$ cat config.mk
export PLATFORM = sky130hd
export DESIGN_NAME = det_window_sequencer
export DESIGN_NICKNAME = d
export VERILOG_FILES = /design/src/rtl/det_window_sequencer_pkg.sv /design/src/rtl/det_window_sequencer_sat_counter.sv /design/src/rtl/det_window_sequencer.sv
export SDC_FILE = /design/constraint.sdc
export NUM_CORES = 1
export LEC_CHECK = 0
export CORE_MARGIN = 2
export CORE_UTILIZATION = 51
export DETAILED_ROUTE_END_ITERATION = 10
export DONT_BUFFER_PORTS = 1
export PLACE_DENSITY = 0.67
export SYNTH_ARGS = -nofsm -noshare
export SYNTH_HDL_FRONTEND = slang
export SYNTH_SLANG_ARGS = --single-unit
$ cat constraint.sdc
create_clock -name clk -period 6.4 [get_ports clk]
set_clock_uncertainty 0.1 [all_clocks]
set_input_delay 0.64 -clock clk [delete_from_list [all_inputs] [get_ports clk]]
set_output_delay 0.64 -clock clk [all_outputs]
set_load 0.05 [all_outputs]
$ cat src/rtl/det_window_sequencer_pkg.sv
// Shared types and helpers for the detector window sequencer.
package det_window_sequencer_pkg;

  typedef enum logic [1:0] {
    ST_IDLE,
    ST_SETTLE,
    ST_COUNT,
    ST_HOLD
  } state_e;

  // Depth of the detector's synchroniser pipeline; settle time must cover it.
  localparam int SETTLE_MIN = 6;

  function automatic logic [31:0] sat_inc(input logic [31:0] value,
                                          input logic [31:0] max_val,
                                          input logic        inc);
    return (inc && (value != max_val)) ? value + 32'd1 : value;
  endfunction

endpackage

$ cat src/rtl/det_window_sequencer_sat_counter.sv
// Saturating pulse counter; value/sat include the current cycle's increment
// so the owner can snapshot a window on the same edge that clears it.
module det_window_sequencer_sat_counter
  import det_window_sequencer_pkg::*;
#(
  parameter int CNT_W = 16
) (
  input  logic             clk,
  input  logic             rst_n,
  input  logic             clear,
  input  logic             inc,
  output logic [CNT_W-1:0] value,
  output logic             sat
);

  localparam logic [CNT_W-1:0] MAX_VAL = '1;

  logic [CNT_W-1:0] value_q, value_d;

  always_comb begin
    value   = CNT_W'(sat_inc(32'(value_q), 32'(MAX_VAL), inc));
    sat     = (value == MAX_VAL);
    value_d = clear ? '0 : value;
  end

  always_ff @(posedge clk or negedge rst_n) begin
    if (!rst_n) value_q <= '0;
    else        value_q <= value_d;
  end

endmodule

$ cat src/rtl/det_window_sequencer.sv
// Arms the dual edge detector, waits out its synchroniser, then counts
// detA/detB/coincident pulses over timed windows and hands results out.
//
// state  | meaning
// IDLE   | waiting for start; veto_last holds last armed value
// SETTLE | detector pipeline flushing, pulses ignored
// COUNT  | window open, pulses counted
// HOLD   | window closed, result waiting for a free output register
module det_window_sequencer
  import det_window_sequencer_pkg::*;
#(
  parameter int CNT_W      = 16,
  parameter int WIN_W      = 24,
  parameter int SETTLE_CYC = 8,
  parameter int IDX_W      = 8
) (
  input  logic             clk,
  input  logic             rst_n,
  input  logic             start,
  input  logic             stop,
  input  logic [WIN_W-1:0] win_len,
  input  logic [IDX_W-1:0] n_windows,
  input  logic [2:0]       veto_cfg,
  input  logic             detA,
  input  logic             detB,
  output logic [2:0]       veto_last,
  output logic             busy,
  output logic             win_active,
  output logic             res_valid,
  input  logic             res_ready,
  output logic [CNT_W-1:0] res_cnt_a,
  output logic [CNT_W-1:0] res_cnt_b,
  output logic [CNT_W-1:0] res_cnt_ab,
  output logic [IDX_W-1:0] res_idx,
  output logic             res_ovf,
  output logic             res_last
);

  localparam int SET_W = $clog2(SETTLE_CYC);

  if (SETTLE_CYC < SETTLE_MIN) begin : g_settle_too_short
    $error("SETTLE_CYC shorter than the detector synchroniser depth");
  end

  state_e           state_q, state_d;
  logic [SET_W-1:0] settle_q, settle_d;
  logic [WIN_W-1:0] win_cnt_q, win_cnt_d, win_m1_q, win_m1_d;
  logic [IDX_W-1:0] n_win_q, n_win_d, idx_q, idx_d, res_idx_q, res_idx_d;
  logic [2:0]       veto_q, veto_d;
  logic [CNT_W-1:0] res_cnt_a_q, res_cnt_a_d, res_cnt_b_q, res_cnt_b_d;
  logic [CNT_W-1:0] res_cnt_ab_q, res_cnt_ab_d;
  logic             res_valid_q, res_valid_d, res_ovf_q, res_ovf_d;
  logic             res_last_q, res_last_d;

  logic             clr, load, counting, reg_free, last_win;
  logic [CNT_W-1:0] cnt_a, cnt_b, cnt_ab;
  logic             sat_a, sat_b, sat_ab;

  assign counting = (state_q == ST_COUNT);
  assign reg_free = !res_valid_q || res_ready;
  assign last_win = (n_win_q != '0) && (idx_q == n_win_q - IDX_W'(1));

  det_window_sequencer_sat_counter #(.CNT_W(CNT_W)) u_cnt_a (
    .clk(clk), .rst_n(rst_n), .clear(clr), .inc(detA && counting),
    .value(cnt_a), .sat(sat_a)
  );
  det_window_sequencer_sat_counter #(.CNT_W(CNT_W)) u_cnt_b (
    .clk(clk), .rst_n(rst_n), .clear(clr), .inc(detB && counting),
    .value(cnt_b), .sat(sat_b)
  );
  det_window_sequencer_sat_counter #(.CNT_W(CNT_W)) u_cnt_ab (
    .clk(clk), .rst_n(rst_n), .clear(clr), .inc(detA && detB && counting),
    .value(cnt_ab), .sat(sat_ab)
  );

  always_comb begin
    state_d      = state_q;
    settle_d     = settle_q;
    win_cnt_d    = win_cnt_q;
    win_m1_d     = win_m1_q;
    n_win_d      = n_win_q;
    idx_d        = idx_q;
    veto_d       = veto_q;
    res_valid_d  = res_valid_q;
    res_cnt_a_d  = res_cnt_a_q;
    res_cnt_b_d  = res_cnt_b_q;
    res_cnt_ab_d = res_cnt_ab_q;
    res_idx_d    = res_idx_q;
    res_ovf_d    = res_ovf_q;
    res_last_d   = res_last_q;
    clr          = 1'b0;
    load         = 1'b0;

    if (res_valid_q && res_ready) res_valid_d = 1'b0;

    case (state_q)
      ST_IDLE: begin
        if (start && !stop) begin
          win_m1_d = (win_len == '0) ? '0 : win_len - WIN_W'(1);
          n_win_d  = n_windows;
          veto_d   = veto_cfg;
          settle_d = SET_W'(SETTLE_CYC - 1);
          idx_d    = '0;
          state_d  = ST_SETTLE;
        end
      end
      ST_SETTLE: begin
        if (stop) begin
          state_d = ST_IDLE;
        end else if (settle_q == '0) begin
          clr       = 1'b1;
          win_cnt_d = win_m1_q;
          state_d   = ST_COUNT;
        end else begin
          settle_d = settle_q - SET_W'(1);
        end
      end
      ST_COUNT: begin
        if (stop) begin
          state_d = ST_IDLE;
        end else if (win_cnt_q == '0) begin
          if (reg_free) load = 1'b1;
          else          state_d = ST_HOLD;
        end else begin
          win_cnt_d = win_cnt_q - WIN_W'(1);
        end
      end
      ST_HOLD: begin
        if (stop)          state_d = ST_IDLE;
        else if (reg_free) load = 1'b1;
      end
      default: state_d = ST_IDLE;
    endcase

    // Next window starts on the load edge itself, so no dead cycles when ready.
    if (load) begin
      res_valid_d  = 1'b1;
      res_cnt_a_d  = cnt_a;
      res_cnt_b_d  = cnt_b;
      res_cnt_ab_d = cnt_ab;
      res_ovf_d    = sat_a || sat_b || sat_ab;
      res_idx_d    = idx_q;
      res_last_d   = last_win;
      idx_d        = idx_q + IDX_W'(1);
      if (last_win) begin
        state_d = ST_IDLE;
      end else begin
        clr       = 1'b1;
        win_cnt_d = win_m1_q;
        state_d   = ST_COUNT;
      end
    end
  end

  always_ff @(posedge clk or negedge rst_n) begin
    if (!rst_n) begin
      state_q      <= ST_IDLE;
      settle_q     <= '0;
      win_cnt_q    <= '0;
      win_m1_q     <= '0;
      n_win_q      <= '0;
      idx_q        <= '0;
      veto_q       <= '0;
      res_valid_q  <= 1'b0;
      res_cnt_a_q  <= '0;
      res_cnt_b_q  <= '0;
      res_cnt_ab_q <= '0;
      res_idx_q    <= '0;
      res_ovf_q    <= 1'b0;
      res_last_q   <= 1'b0;
    end else begin
      state_q      <= state_d;
      settle_q     <= settle_d;
      win_cnt_q    <= win_cnt_d;
      win_m1_q     <= win_m1_d;
      n_win_q      <= n_win_d;
      idx_q        <= idx_d;
      veto_q       <= veto_d;
      res_valid_q  <= res_valid_d;
      res_cnt_a_q  <= res_cnt_a_d;
      res_cnt_b_q  <= res_cnt_b_d;
      res_cnt_ab_q <= res_cnt_ab_d;
      res_idx_q    <= res_idx_d;
      res_ovf_q    <= res_ovf_d;
      res_last_q   <= res_last_d;
    end
  end

  assign veto_last  = veto_q;
  assign busy       = (state_q != ST_IDLE);
  assign win_active = counting;
  assign res_valid  = res_valid_q;
  assign res_cnt_a  = res_cnt_a_q;
  assign res_cnt_b  = res_cnt_b_q;
  assign res_cnt_ab = res_cnt_ab_q;
  assign res_idx    = res_idx_q;
  assign res_ovf    = res_ovf_q;
  assign res_last   = res_last_q;

endmodule

======== Yosys cells after proc, flatten, opt, wreduce, memory -nomap -nowiden ========
Index checks and enable logic that the tools add are counted.
operators by class
  add/subtract/negate cells ............... 8
  reduce and logical (&&, ||, !) cells .... 29
  muxes and demuxes ....................... 43
  equal/unequal tests ..................... 18
operator list
  cell                     number
  $mux W24                 7
  $mux W16                 6
  $add A16 B1 Y16 const B  3
  $eq A16 B16 Y1 const B   3
  $logic_not A24 Y1        2
  $ne A16 B16 Y1 const B   3
  $pmux W24 S2             1
  $sub A24 B1 Y24 const B  2
  $mux W8                  3
  $mux W2                  9
  $mux W1                  11
  $logic_and A1 B1 Y1      10
  $reduce_bool A2 Y1       5
  $mux W3                  3
  $add A8 B1 Y8 const B    1
  $eq A8 B8 Y1             1
  $ne A4 B4 Y1 const B     2
  $pmux W2 S4              1
  $reduce_bool A8 Y1       1
  $sub A8 B1 Y8 const B    1
  $ne A2 B2 Y1 const B     3
  $ne A3 B3 Y1 const B     2
  $pmux W3 S2              1
  $reduce_and A5 Y1        1
  other kinds (11)         16
word-level totals
  bits in registers ....................... 179
  logic and storage cells ................. 115
  output and inout bits ................... 64
  input port bits ......................... 42

======== Logic depth before layout (Yosys ltp) ========
Gate-level depths: netlist of run 1.
  word-level depth ........................ 8
  depth in mapped cells ................... 11
  gate-level depth less buffers ........... 9

======== Hierarchy ========
A second synthesis of run 1 with hierarchy kept.
unflattened totals
  cells, all modules ...................... 1121
  area, all modules ....................... 10316.1 µm²
modules (own cells, without submodules)
  module                            area an instance (µm²)  cells an instance  times used  sequential area each (µm²)
  det_window_sequencer              7031.7                  782                1           3278.1
  det_window_sequencer_sat_counter  1094.8                  113                3           400.4

======== Worst setup path after synthesis of run 1 ========
OpenSTA, ideal clock, no wires.
  path kind ............................... input to register
  start point ............................. input port win_len[7]
  end point ............................... register win_m1_q[16]
  data arrival time ....................... 2.877 ns
  data required time ...................... 6.166 ns
  slack ................................... 3.288 ns
  cell stages on the path ................. 7
  cell sequence ........................... or4_1 > nor3_1 > nand3b_1 > or2_2 > o41ai_1 > clkbuf_1 > o21ai_0
on the way
  word-level cells in the longest chain between the ends .. 2
ends and longest elaborated chain
  element                                               line                         RTL
  start: declaration                                    det_window_sequencer.sv:21   input logic [WIN_W-1:0] win_len,
  $sub A24 B1 Y24 or $logic_not A24 Y1 (tied branches)  det_window_sequencer.sv:99   win_m1_d = (win_len == '0) ? '0 : win_len - WIN_W'(1);
  $mux W24 *                                            det_window_sequencer.sv:99
  end signal: assignment                                det_window_sequencer.sv:175  win_m1_q <= win_m1_d;
  end: declaration                                      det_window_sequencer.sv:47   logic [WIN_W-1:0] win_cnt_q, win_cnt_d, win_m1_q, win_m1_d;
Every way passes the cells marked *; elsewhere a longest branch is shown, timed or not.
A chain may end at the register's enable or synchronous reset.

======== Worst setup path in the final report of run 1 ========
  start point ............................. register win_cnt_q[10]
  end point ............................... register win_cnt_q[13]
on the way
  word-level cells in the longest chain between the ends .. 6
ends and longest elaborated chain
  element                                               line                                                      RTL
  start: declaration                                    det_window_sequencer.sv:47
  start signal: assignment                              det_window_sequencer.sv:174                               win_cnt_q <= win_cnt_d;
  $sub A24 B1 Y24 or $logic_not A24 Y1 (tied branches)  det_window_sequencer.sv:125, det_window_sequencer.sv:121
  $mux W24                                              det_window_sequencer.sv:121                               end else if (win_cnt_q == '0) begin
  $mux W24                                              det_window_sequencer.sv:119                               if (stop) begin
  $pmux W24 S2                                          det_window_sequencer.sv:96                                case (state_q)
  $mux W24                                              det_window_sequencer.sv:145                               if (last_win) begin
  $mux W24 *                                            det_window_sequencer.sv:136                               if (load) begin
  net win_cnt_d[13]                                     det_window_sequencer.sv:47
The timed path passes the listed nets; every way through them passes the cells marked *.

==> impl_metrics.json, run 1 <==
{
  "mappedNetlistArea_um2": 9720,
  "worst_hold_path_type": "in2async",
  "grt_util_all_layers_pct": 22.0,
  "finalSetupTns_ns": 0,
  "synth_flop_cell": "sky130_fd_sc_hd__dfrtp_1",
  "cts_sinks": 179,
  "ratio_of_total_power_to_cell_area_nw_per_um2": 389,
  "ir_worst_vdd_mv": 0.256,
  "status": "finished clean",
  "grt_remaining_overflow": 0,
  "timing.max_slew.rel_slack_pct": 20.4,
  "layout_worst_path_cycle_share_pct": 59.3,
  "floorplan.core_area_um2": 18700,
  "i_o_pin_cnt": 106,
  "p_comb_share_pct": 31.2,
  "viasPerCell": 5.92,
  "count_of_final_setup_violators": 0,
  "synth-compound-area-share_pct": 13.6,
  "avgRoutedWirePerCell_um": 16.9,
  "timing.final.hold_violations": 0,
  "place_congestion": 0.893,
  "synthToLayoutAreaGrowth_pct": 7.48,
  "first_global_vias": 7055,
  "clk_root_buffer_cell": "sky130_fd_sc_hd__clkbuf_16",
  "final_area_um2": 10500,
  "fillerInstances": 1643,
  "cts.reportedPaths.clkPinSlew_ns": 0.07,
  "maxClockFrequency_ghz": 0.264,
  "rsz0062_at_grt": "false",
  "critical_path_required_ns": 6.61,
  "netlist-cell-type-count": 68,
  "power.switching_w": 0.00164,
  "grt_first_pass_wirelength_mm": 35.9,
  "max-cap-violations": 0,
  "tritoncts.num_buffers": 17,
  "syn_nets": 1106,
  "fp.dieArea_um2": 20200,
  "period_minus_slack_ns": 3.79,
  "p_seq_share_pct": 43.6,
  "timing.final.max_slew_violations": 0,
  "synth-xor-area-share_pct": 6.67,
  "ctsResizeCount": 0,
  "timing.critical_path.from_type": "flip-flop",
  "via_count": 7528,
  "cts_max_path_buffers": 2,
  "post_cts.repair.setup_buffers": 0,
  "antenna-diode-count": 0,
  "power_frac_clock_pct": 25.2,
  "internal-power_w": 0.00243,
  "h-tree-depth": 4,
  "grt_start_max_net_pins": 180,
  "power.leakage_nw": 4.51,
  "initial_antenna_violation_count": 2,
  "die_h_um": 142,
  "yosysSeqAreaShare_pct": 46.1,
  "arrival_time_reported_for_the_critical_path_endpoint_ns": 4.01,
  "fin_worst_hold_slack_ns": 0.150,
  "insertion_delay_ns": 0.43,
  "area_share_of_fa_ha_maj_cells_after_synthesis_pct": 1.93,
  "worstMarginPinSlew_ns": 1.19,
  "synth_top_family_by_area": "simple AND/OR/NAND/NOR gates",
  "synth_seq_cells": 179,
  "finalWorstSetupSlack_ns": 2.61,
  "final_net_count": 1082,
  "synth-edff-count": 0,
  "num_rows": 50,
  "critical_path.max_fanout": 112,
  "drive_above_1_share_pct": 8.67,
  "cts_tree": "done",
  "drcViolationCount": 0,
  "postLayoutCoreUtil_pct": 55.9,
  "drt_first_iter_violations": 591,
  "floorplan.die.width_um": 142,
  "placedInstanceArea_um2": 9850,
  "post_synth_inst_count": 1049,
  "antenna_left": 0,
  "muxShareOfSynthArea_pct": 5.87,
  "syn-mean-instance-area_um2": 9.27,
  "synthSimpleGateAreaFrac_pct": 22.4,
  "criticalPathCategory": "reg2reg",
  "kind_of_capture_point_of_the_worst_setup_path": "flip-flop",
  "drt_first_pass_iters": 5,
  "start_util_pct": 52.0,
  "portBuffers": 0,
  "synthArstFlopShare_pct": 100,
  "dp_hpwl_mm": 14.5,
  "switch_share_pct": 40.4,
  "wirelength_mm": 21.6,
  "synth.yosys.warnings": 0,
  "multi_input_comb_area_um2": 4930,
  "register_area_um2": 4480,
  "preCtsSetupSlack_ns": 2.58
}
power groups by stage:
stage               Combinational (W)  Clock [W]  Sequential (W)
finish                        0.00127    0.00103         0.00177
global route                  0.00143    0.00110         0.00181
CTS                           0.00126    0.00105         0.00177
detailed placement            0.00123          0         0.00179
global placement              0.00121          0         0.00178
floorplan                     0.00104          0         0.00170
cells in the mapped netlist, types with 18 or more instances:
| cell | number | share of area [%] |
|---|---|---|
| sky130_fd_sc_hd__mux2_2 | 32 | 3.7 |
| sky130_fd_sc_hd__nor2_1 | 102 | 3.9 |
| sky130_fd_sc_hd__nand2_1 | 158 | 6.1 |
| sky130_fd_sc_hd__inv_1 | 27 | 1.0 |
| sky130_fd_sc_hd__xor2_1 | 32 | 2.9 |
| sky130_fd_sc_hd__nor3_1 | 26 | 1.3 |
| sky130_fd_sc_hd__nand3_1 | 27 | 1.4 |
| sky130_fd_sc_hd__clkbuf_1 | 38 | 1.5 |
| sky130_fd_sc_hd__xnor2_1 | 42 | 3.8 |
| sky130_fd_sc_hd__dfrtp_1 | 179 | 46 |
| sky130_fd_sc_hd__nor4_1 | 18 | 1.2 |
| sky130_fd_sc_hd__mux2i_1 | 21 | 2.2 |
| sky130_fd_sc_hd__nand4_1 | 26 | 1.7 |
| sky130_fd_sc_hd__a21oi_1 | 28 | 1.4 |
| sky130_fd_sc_hd__o21ai_0 | 88 | 4.5 |
per-layer routing:
layer  GRT usage (%)  wire [um]  vias to the layer above
met4            6.58        265                        0
met5               0          0                        -
li1                -          -                     3696
met3            5.15       1170                       22
met1            31.8      10600                     3587
met2            33.0       9510                      223
final cells by class:
type	instances	share of cell area, %
clock buffer	20	4.37
clock inverter	12	1.15
inverter	27	0.970
multi-input combinational	793	47.2
sequential	179	42.9
tap	234	2.80
timing repair buffer	7	0.694
kinds of logic (layout without fill, tap and decap cells):
logic type,Yosys count,count (layout)
mux,53,53
compound gates,207,207
buf+inv,77,66
flops,179,179
xor+xnor,74,74
fa+ha+maj,15,15
simple gates,444,444
state kept, by name, indices dropped and copies added, names as in the netlist:
signal	flops
idx_q	8
n_win_q	8
res_cnt_a	16
res_cnt_ab	16
res_cnt_b	16
res_idx	8
res_last	1
res_ovf	1
res_valid	1
settle_q	3
state_q	2
u_cnt_a.value_q	16
u_cnt_ab.value_q	16
u_cnt_b.value_q	16
veto_last	3
win_cnt_q	24
win_m1_q	24
timing repair:
action,4_1_cts,5_1_grt
hold buffers,1,0
setup endpoints to repair,0,0
hold endpoints to repair,179,0
layout by cell type (no fill, tap or decap), types with 9 or more instances in the layout:
cell / synthesis / layout
sky130_fd_sc_hd__clkbuf_16: 0 / 17
sky130_fd_sc_hd__or4_1: 12 / 12
sky130_fd_sc_hd__nand4_1: 26 / 26
sky130_fd_sc_hd__xor2_1: 32 / 32
sky130_fd_sc_hd__nor3_1: 26 / 25
sky130_fd_sc_hd__a21oi_1: 28 / 28
sky130_fd_sc_hd__a22o_1: 9 / 9
sky130_fd_sc_hd__nand2b_1: 10 / 10
sky130_fd_sc_hd__inv_1: 27 / 27
sky130_fd_sc_hd__nand3_1: 27 / 27
sky130_fd_sc_hd__nor4_1: 18 / 18
sky130_fd_sc_hd__mux2i_1: 21 / 21
sky130_fd_sc_hd__mux2_2: 32 / 32
sky130_fd_sc_hd__and3_1: 10 / 10
sky130_fd_sc_hd__o22ai_1: 10 / 10
sky130_fd_sc_hd__nand2_1: 158 / 158
sky130_fd_sc_hd__dfrtp_1: 179 / 179
sky130_fd_sc_hd__nor2_1: 102 / 102
sky130_fd_sc_hd__o21ai_0: 88 / 88
sky130_fd_sc_hd__ha_1: 15 / 15
sky130_fd_sc_hd__xnor2_1: 42 / 42
final timing paths:
path	end	from	depth (start not counted)	slack [ns]
max	win_cnt_q[13]$_DFF_PN0_	win_cnt_q[10]$_DFF_PN0_	6	2.61
min	res_cnt_ab[10]$_DFFE_PN0P_	rst_n	1	0.15
max reg2reg	win_cnt_q[13]$_DFF_PN0_	win_cnt_q[10]$_DFF_PN0_	6	2.61
min reg2reg	settle_q[2]$_DFFE_PN0P_	settle_q[2]$_DFFE_PN0P_	1	0.40
max in group asynchronous	veto_last[1]$_DFFE_PN0P_	rst_n	1	5.36
min in group clk	win_m1_q[0]$_DFFE_PN0P_	win_len[0]	1	0.22
critical path, cell delays in order (launching register included):
cell and delay [ns]:
sky130_fd_sc_hd__dfrtp_1 0.44, sky130_fd_sc_hd__or4_1 0.68, sky130_fd_sc_hd__nor4_4 0.49, sky130_fd_sc_hd__a41oi_1 0.27
sky130_fd_sc_hd__or3_4 0.73, sky130_fd_sc_hd__nor2_8 0.55, sky130_fd_sc_hd__mux2_2 0.39
stage by stage:
| step | instances | power, W |
|---|---|---|
| final | 1272 | 0.00407 |
| after detailed placement | 1239 | 0.00302 |
| after global placement | 1239 | 0.00299 |
| after floorplan | 1049 | 0.00274 |
| after global routing | 1272 | 0.00433 |
| after CTS | 1272 | 0.00409 |
Power figures use the tool's default switching activity.
==> run 2, diff against run 1 <==
Settings changed: ABC_AREA set to 1.
Clock period 6.4 ns to 3.5 ns, I/O delays scaled along.
==> run 2 against run 1 <==
The run now ends with hold timing left. Die area increased by 9.1%. Synthesized cell count is 42% higher. Worst setup slack worse by 2.1 ns. Non-clock buffer count grew 20. Critical path depth rose by 7. Worst hold slack got worse by 0.64 ns. Combinational power rose to 2.9 times the previous value. Final area grew 10%. Power grew 140%. Largest power group unchanged. Highest routed layer unchanged.
==> impl_metrics.json, run 2 <==
{
  "i_o_pin_cnt": 106,
  "synth_flop_cell": "sky130_fd_sc_hd__dfrtp_1",
  "timing.final.hold_violations": 179,
  "preCtsSetupSlack_ns": 0.514,
  "worstMarginPinSlew_ns": 0.845,
  "rsz0062_at_grt": "false",
  "num_rows": 52,
  "reg2reg_setup_slack_ns": 0.55,
  "floorplan.core_area_um2": 20400,
  "final_net_count": 1543,
  "initial_antenna_violation_count": 0,
  "synth-edff-count": 0,
  "antenna_left": 0,
  "post_cts.repair.setup_buffers": 0,
  "synth-compound-area-share_pct": 10.8,
  "timing.max_slew.rel_slack_pct": 43.3,
  "via_count": 9246,
  "fin_worst_hold_slack_ns": -0.487,
  "maxClockFrequency_ghz": 0.339,
  "drive_above_1_share_pct": 5.27,
  "synth-xor-area-share_pct": 4.94,
  "dp_hpwl_mm": 17.8,
  "finalSetupTns_ns": 0,
  "biggestRegsByFlops": "win_cnt_q (24), win_m1_q (24)",
  "muxShareOfSynthArea_pct": 0,
  "cts_tree": "done",
  "max-cap-violations": 0,
  "arrival_time_reported_for_the_critical_path_endpoint_ns": 3.13,
  "worst_r2r_startpoint": "win_cnt_q[1]$_DFF_PN0_",
  "count_of_final_setup_violators": 0,
  "grt_start_max_net_pins": 180,
  "grt.met1_usage_pct": 32.6,
  "synth_top_family_by_area": "simple AND/OR/NAND/NOR gates",
  "cts_max_path_buffers": 2,
  "synthSimpleGateAreaFrac_pct": 31.6,
  "syn-mean-instance-area_um2": 7.12,
  "timing.critical_path.from_type": "flip-flop",
  "area_share_of_fa_ha_maj_cells_after_synthesis_pct": 1.77,
  "reg2reg_depth": 13,
  "rr_endpoint": "win_cnt_q[3]$_DFF_PN0_",
  "die_h_um": 148,
  "viasPerCell": 5.23,
  "ratio_of_total_power_to_cell_area_nw_per_um2": 851,
  "status": "finished, violations left",
  "mappedNetlistArea_um2": 10600,
  "synth_seq_cells": 179,
  "synthMostInstantiatedCell": "sky130_fd_sc_hd__nand2_1",
  "final-instance-count-excl-fill": 1769,
  "leading_cell_types_in_the_layout_fill_and_taps_excluded": "sky130_fd_sc_hd__nand2_1 (428), sky130_fd_sc_hd__nor2_1 (190), sky130_fd_sc_hd__dfrtp_1 (179), sky130_fd_sc_hd__inv_1 (168)",
  "post_synth_inst_count": 1493,
  "period_minus_slack_ns": 2.95,
  "grt_met3_use_pct": 3.62,
  "netlist-cell-type-count": 46,
  "h-tree-depth": 4,
  "yosysSeqAreaShare_pct": 42.1,
  "timing.final.max_slew_violations": 0,
  "violations": "hold timing",
  "critical_path.max_fanout": 34,
  "finalWorstSetupSlack_ns": 0.549,
  "ir_worst_vdd_mv": 0.447,
  "post_synth_most_frequent_cells": "sky130_fd_sc_hd__nand2_1 (428), sky130_fd_sc_hd__nor2_1 (192), sky130_fd_sc_hd__dfrtp_1 (179), sky130_fd_sc_hd__inv_1 (168)",
  "ctsResizeCount": 0,
  "synthArstFlopShare_pct": 100,
  "syn_nets": 1550,
  "worst_hold_path_type": "in2async",
  "synth.yosys.warnings": 0,
  "avgRoutedWirePerCell_um": 14.1,
  "fp.dieArea_um2": 22000,
  "cts_hold_buffers": 12,
  "start_util_pct": 52.2,
  "tritoncts.num_buffers": 17,
  "report.power.total_w": 0.00980,
  "antenna-diode-count": 0,
  "netlist.top_cell.by_area": "sky130_fd_sc_hd__dfrtp_1",
  "drt_first_iter_violations": 691,
  "cts_sinks": 179,
  "first_global_vias": 8652,
  "synthToLayoutAreaGrowth_pct": 8.34,
  "globalRouteMet2Util_pct": 37.7,
  "drt_first_pass_iters": 5,
  "grt_util_all_layers_pct": 23.4,
  "grt_first_pass_wirelength_mm": 42.0,
  "wirelength_mm": 24.9,
  "place_congestion": 0.898,
  "layout_commonest_cell": "sky130_fd_sc_hd__nand2_1",
  "post_synth_main_area_contributors": "sky130_fd_sc_hd__dfrtp_1 (42%), sky130_fd_sc_hd__nand2_1 (15%), sky130_fd_sc_hd__nor2_1 (6.8%), sky130_fd_sc_hd__inv_1 (5.9%), sky130_fd_sc_hd__nand3_1 (5.6%)",
  "criticalPathCategory": "reg2reg",
  "insertion_delay_ns": 0.43,
  "drcViolationCount": 0,
  "clk_root_buffer_cell": "sky130_fd_sc_hd__clkbuf_16",
  "post-place-cells": 1725,
  "kind_of_capture_point_of_the_worst_setup_path": "flip-flop",
  "synthDominantCellAreaShare_pct": 42.1,
  "layout_worst_path_cycle_share_pct": 84.3,
  "portBuffers": 0,
  "grt_remaining_overflow": 0,
  "floorplan.die.width_um": 148,
  "grt-busiest-layer": "met2",
  "power.leakage_nw": 5.47,
  "cts.reportedPaths.clkPinSlew_ns": 0.07,
  "critical_path_required_ns": 3.68
}
==> run 2: changes by cell type after synthesis, moves of 21 or more <==
cell | before | now
sky130_fd_sc_hd__mux2i_1 | 21 | 0
sky130_fd_sc_hd__nand2_1 | 158 | 428
sky130_fd_sc_hd__inv_1 | 27 | 168
sky130_fd_sc_hd__nor2_1 | 102 | 192
sky130_fd_sc_hd__o21ai_0 | 88 | 120
sky130_fd_sc_hd__mux2_2 | 32 | 0
sky130_fd_sc_hd__nand3_1 | 27 | 120
sky130_fd_sc_hd__xnor2_1 | 42 | 19
==> run 2: per-layer routing <==
layer  share of wire (%)  vias up
met5                   0        -
met4                 1.8        0
met3                 4.0       36
met2                  46      218
met1                  48     4259
li1                    -     4733
==> run 2: logic make-up (layout without fill, tap and decap cells) <==
family	Yosys count	in the layout
AOI/OAI and AO/OA	205	205
xor gates and xnor gates	60	60
adders and majority gates	15	15
buffers and inverters	229	235
DFF	179	179
and+or+nand+nor	805	805
==> run 2: stage by stage <==
step | area [um2] | util, % | hold slack (ns)
after floorplan | 10600 | - | -0.0456
after global placement | 10800 | 53.1 | -0.0400
after detailed placement | 10800 | 53.1 | -0.0391
after CTS | 11500 | 56.6 | -0.502
after global routing | 11500 | 56.6 | -0.509
final | 11500 | 56.6 | -0.487
==> run 2: worst max path at each step <==
stage,slack [ns],depth (start not counted),end,from
floorplan,0.94,16,res_ovf$_DFFE_PN0P_,state_q[0]$_DFFE_PN0P_
global placement,0.58,13,win_cnt_q[3]$_DFF_PN0_,win_cnt_q[0]$_DFF_PN0_
detailed placement,0.51,13,win_cnt_q[3]$_DFF_PN0_,win_cnt_q[0]$_DFF_PN0_
CTS,0.50,13,win_cnt_q[3]$_DFF_PN0_,win_cnt_q[1]$_DFF_PN0_
global route,0.20,13,win_cnt_q[3]$_DFF_PN0_,win_cnt_q[1]$_DFF_PN0_
finish,0.55,13,win_cnt_q[3]$_DFF_PN0_,win_cnt_q[1]$_DFF_PN0_
==> run 2: final cells by class <==
type                       instances  area (um2)
fill                            1914        8850
sequential                       179        4480
clock buffer                      23         488
tap                              270         338
inverter                         176         662
timing repair buffer              27         233
clock inverter                     9        95.1
multi-input combinational       1085        5220
==> run 2: power by group <==
part | internal, W | total [W] | switching [W]
sequential | 0.00281 | 0.00422 | 0.00142
combinational | 0.00132 | 0.00367 | 0.00235
clock | 0.00107 | 0.00191 | 0.000845
==> run 2: worst max-delay path, cell delays in order (launching register included) <==
cell and delay [ns]:
sky130_fd_sc_hd__dfrtp_1 0.40, sky130_fd_sc_hd__inv_1 0.10, sky130_fd_sc_hd__ha_1 0.21, sky130_fd_sc_hd__nand2_2 0.11, sky130_fd_sc_hd__nor2_4 0.11, sky130_fd_sc_hd__nand2_2 0.10, sky130_fd_sc_hd__nor2_4 0.15, sky130_fd_sc_hd__nand2_2 0.09
sky130_fd_sc_hd__o22ai_2 0.14, sky130_fd_sc_hd__nand2_4 0.22, sky130_fd_sc_hd__clkinv_2 0.23, sky130_fd_sc_hd__nand2_4 0.13, sky130_fd_sc_hd__inv_1 0.51, sky130_fd_sc_hd__o21ai_0 0.18
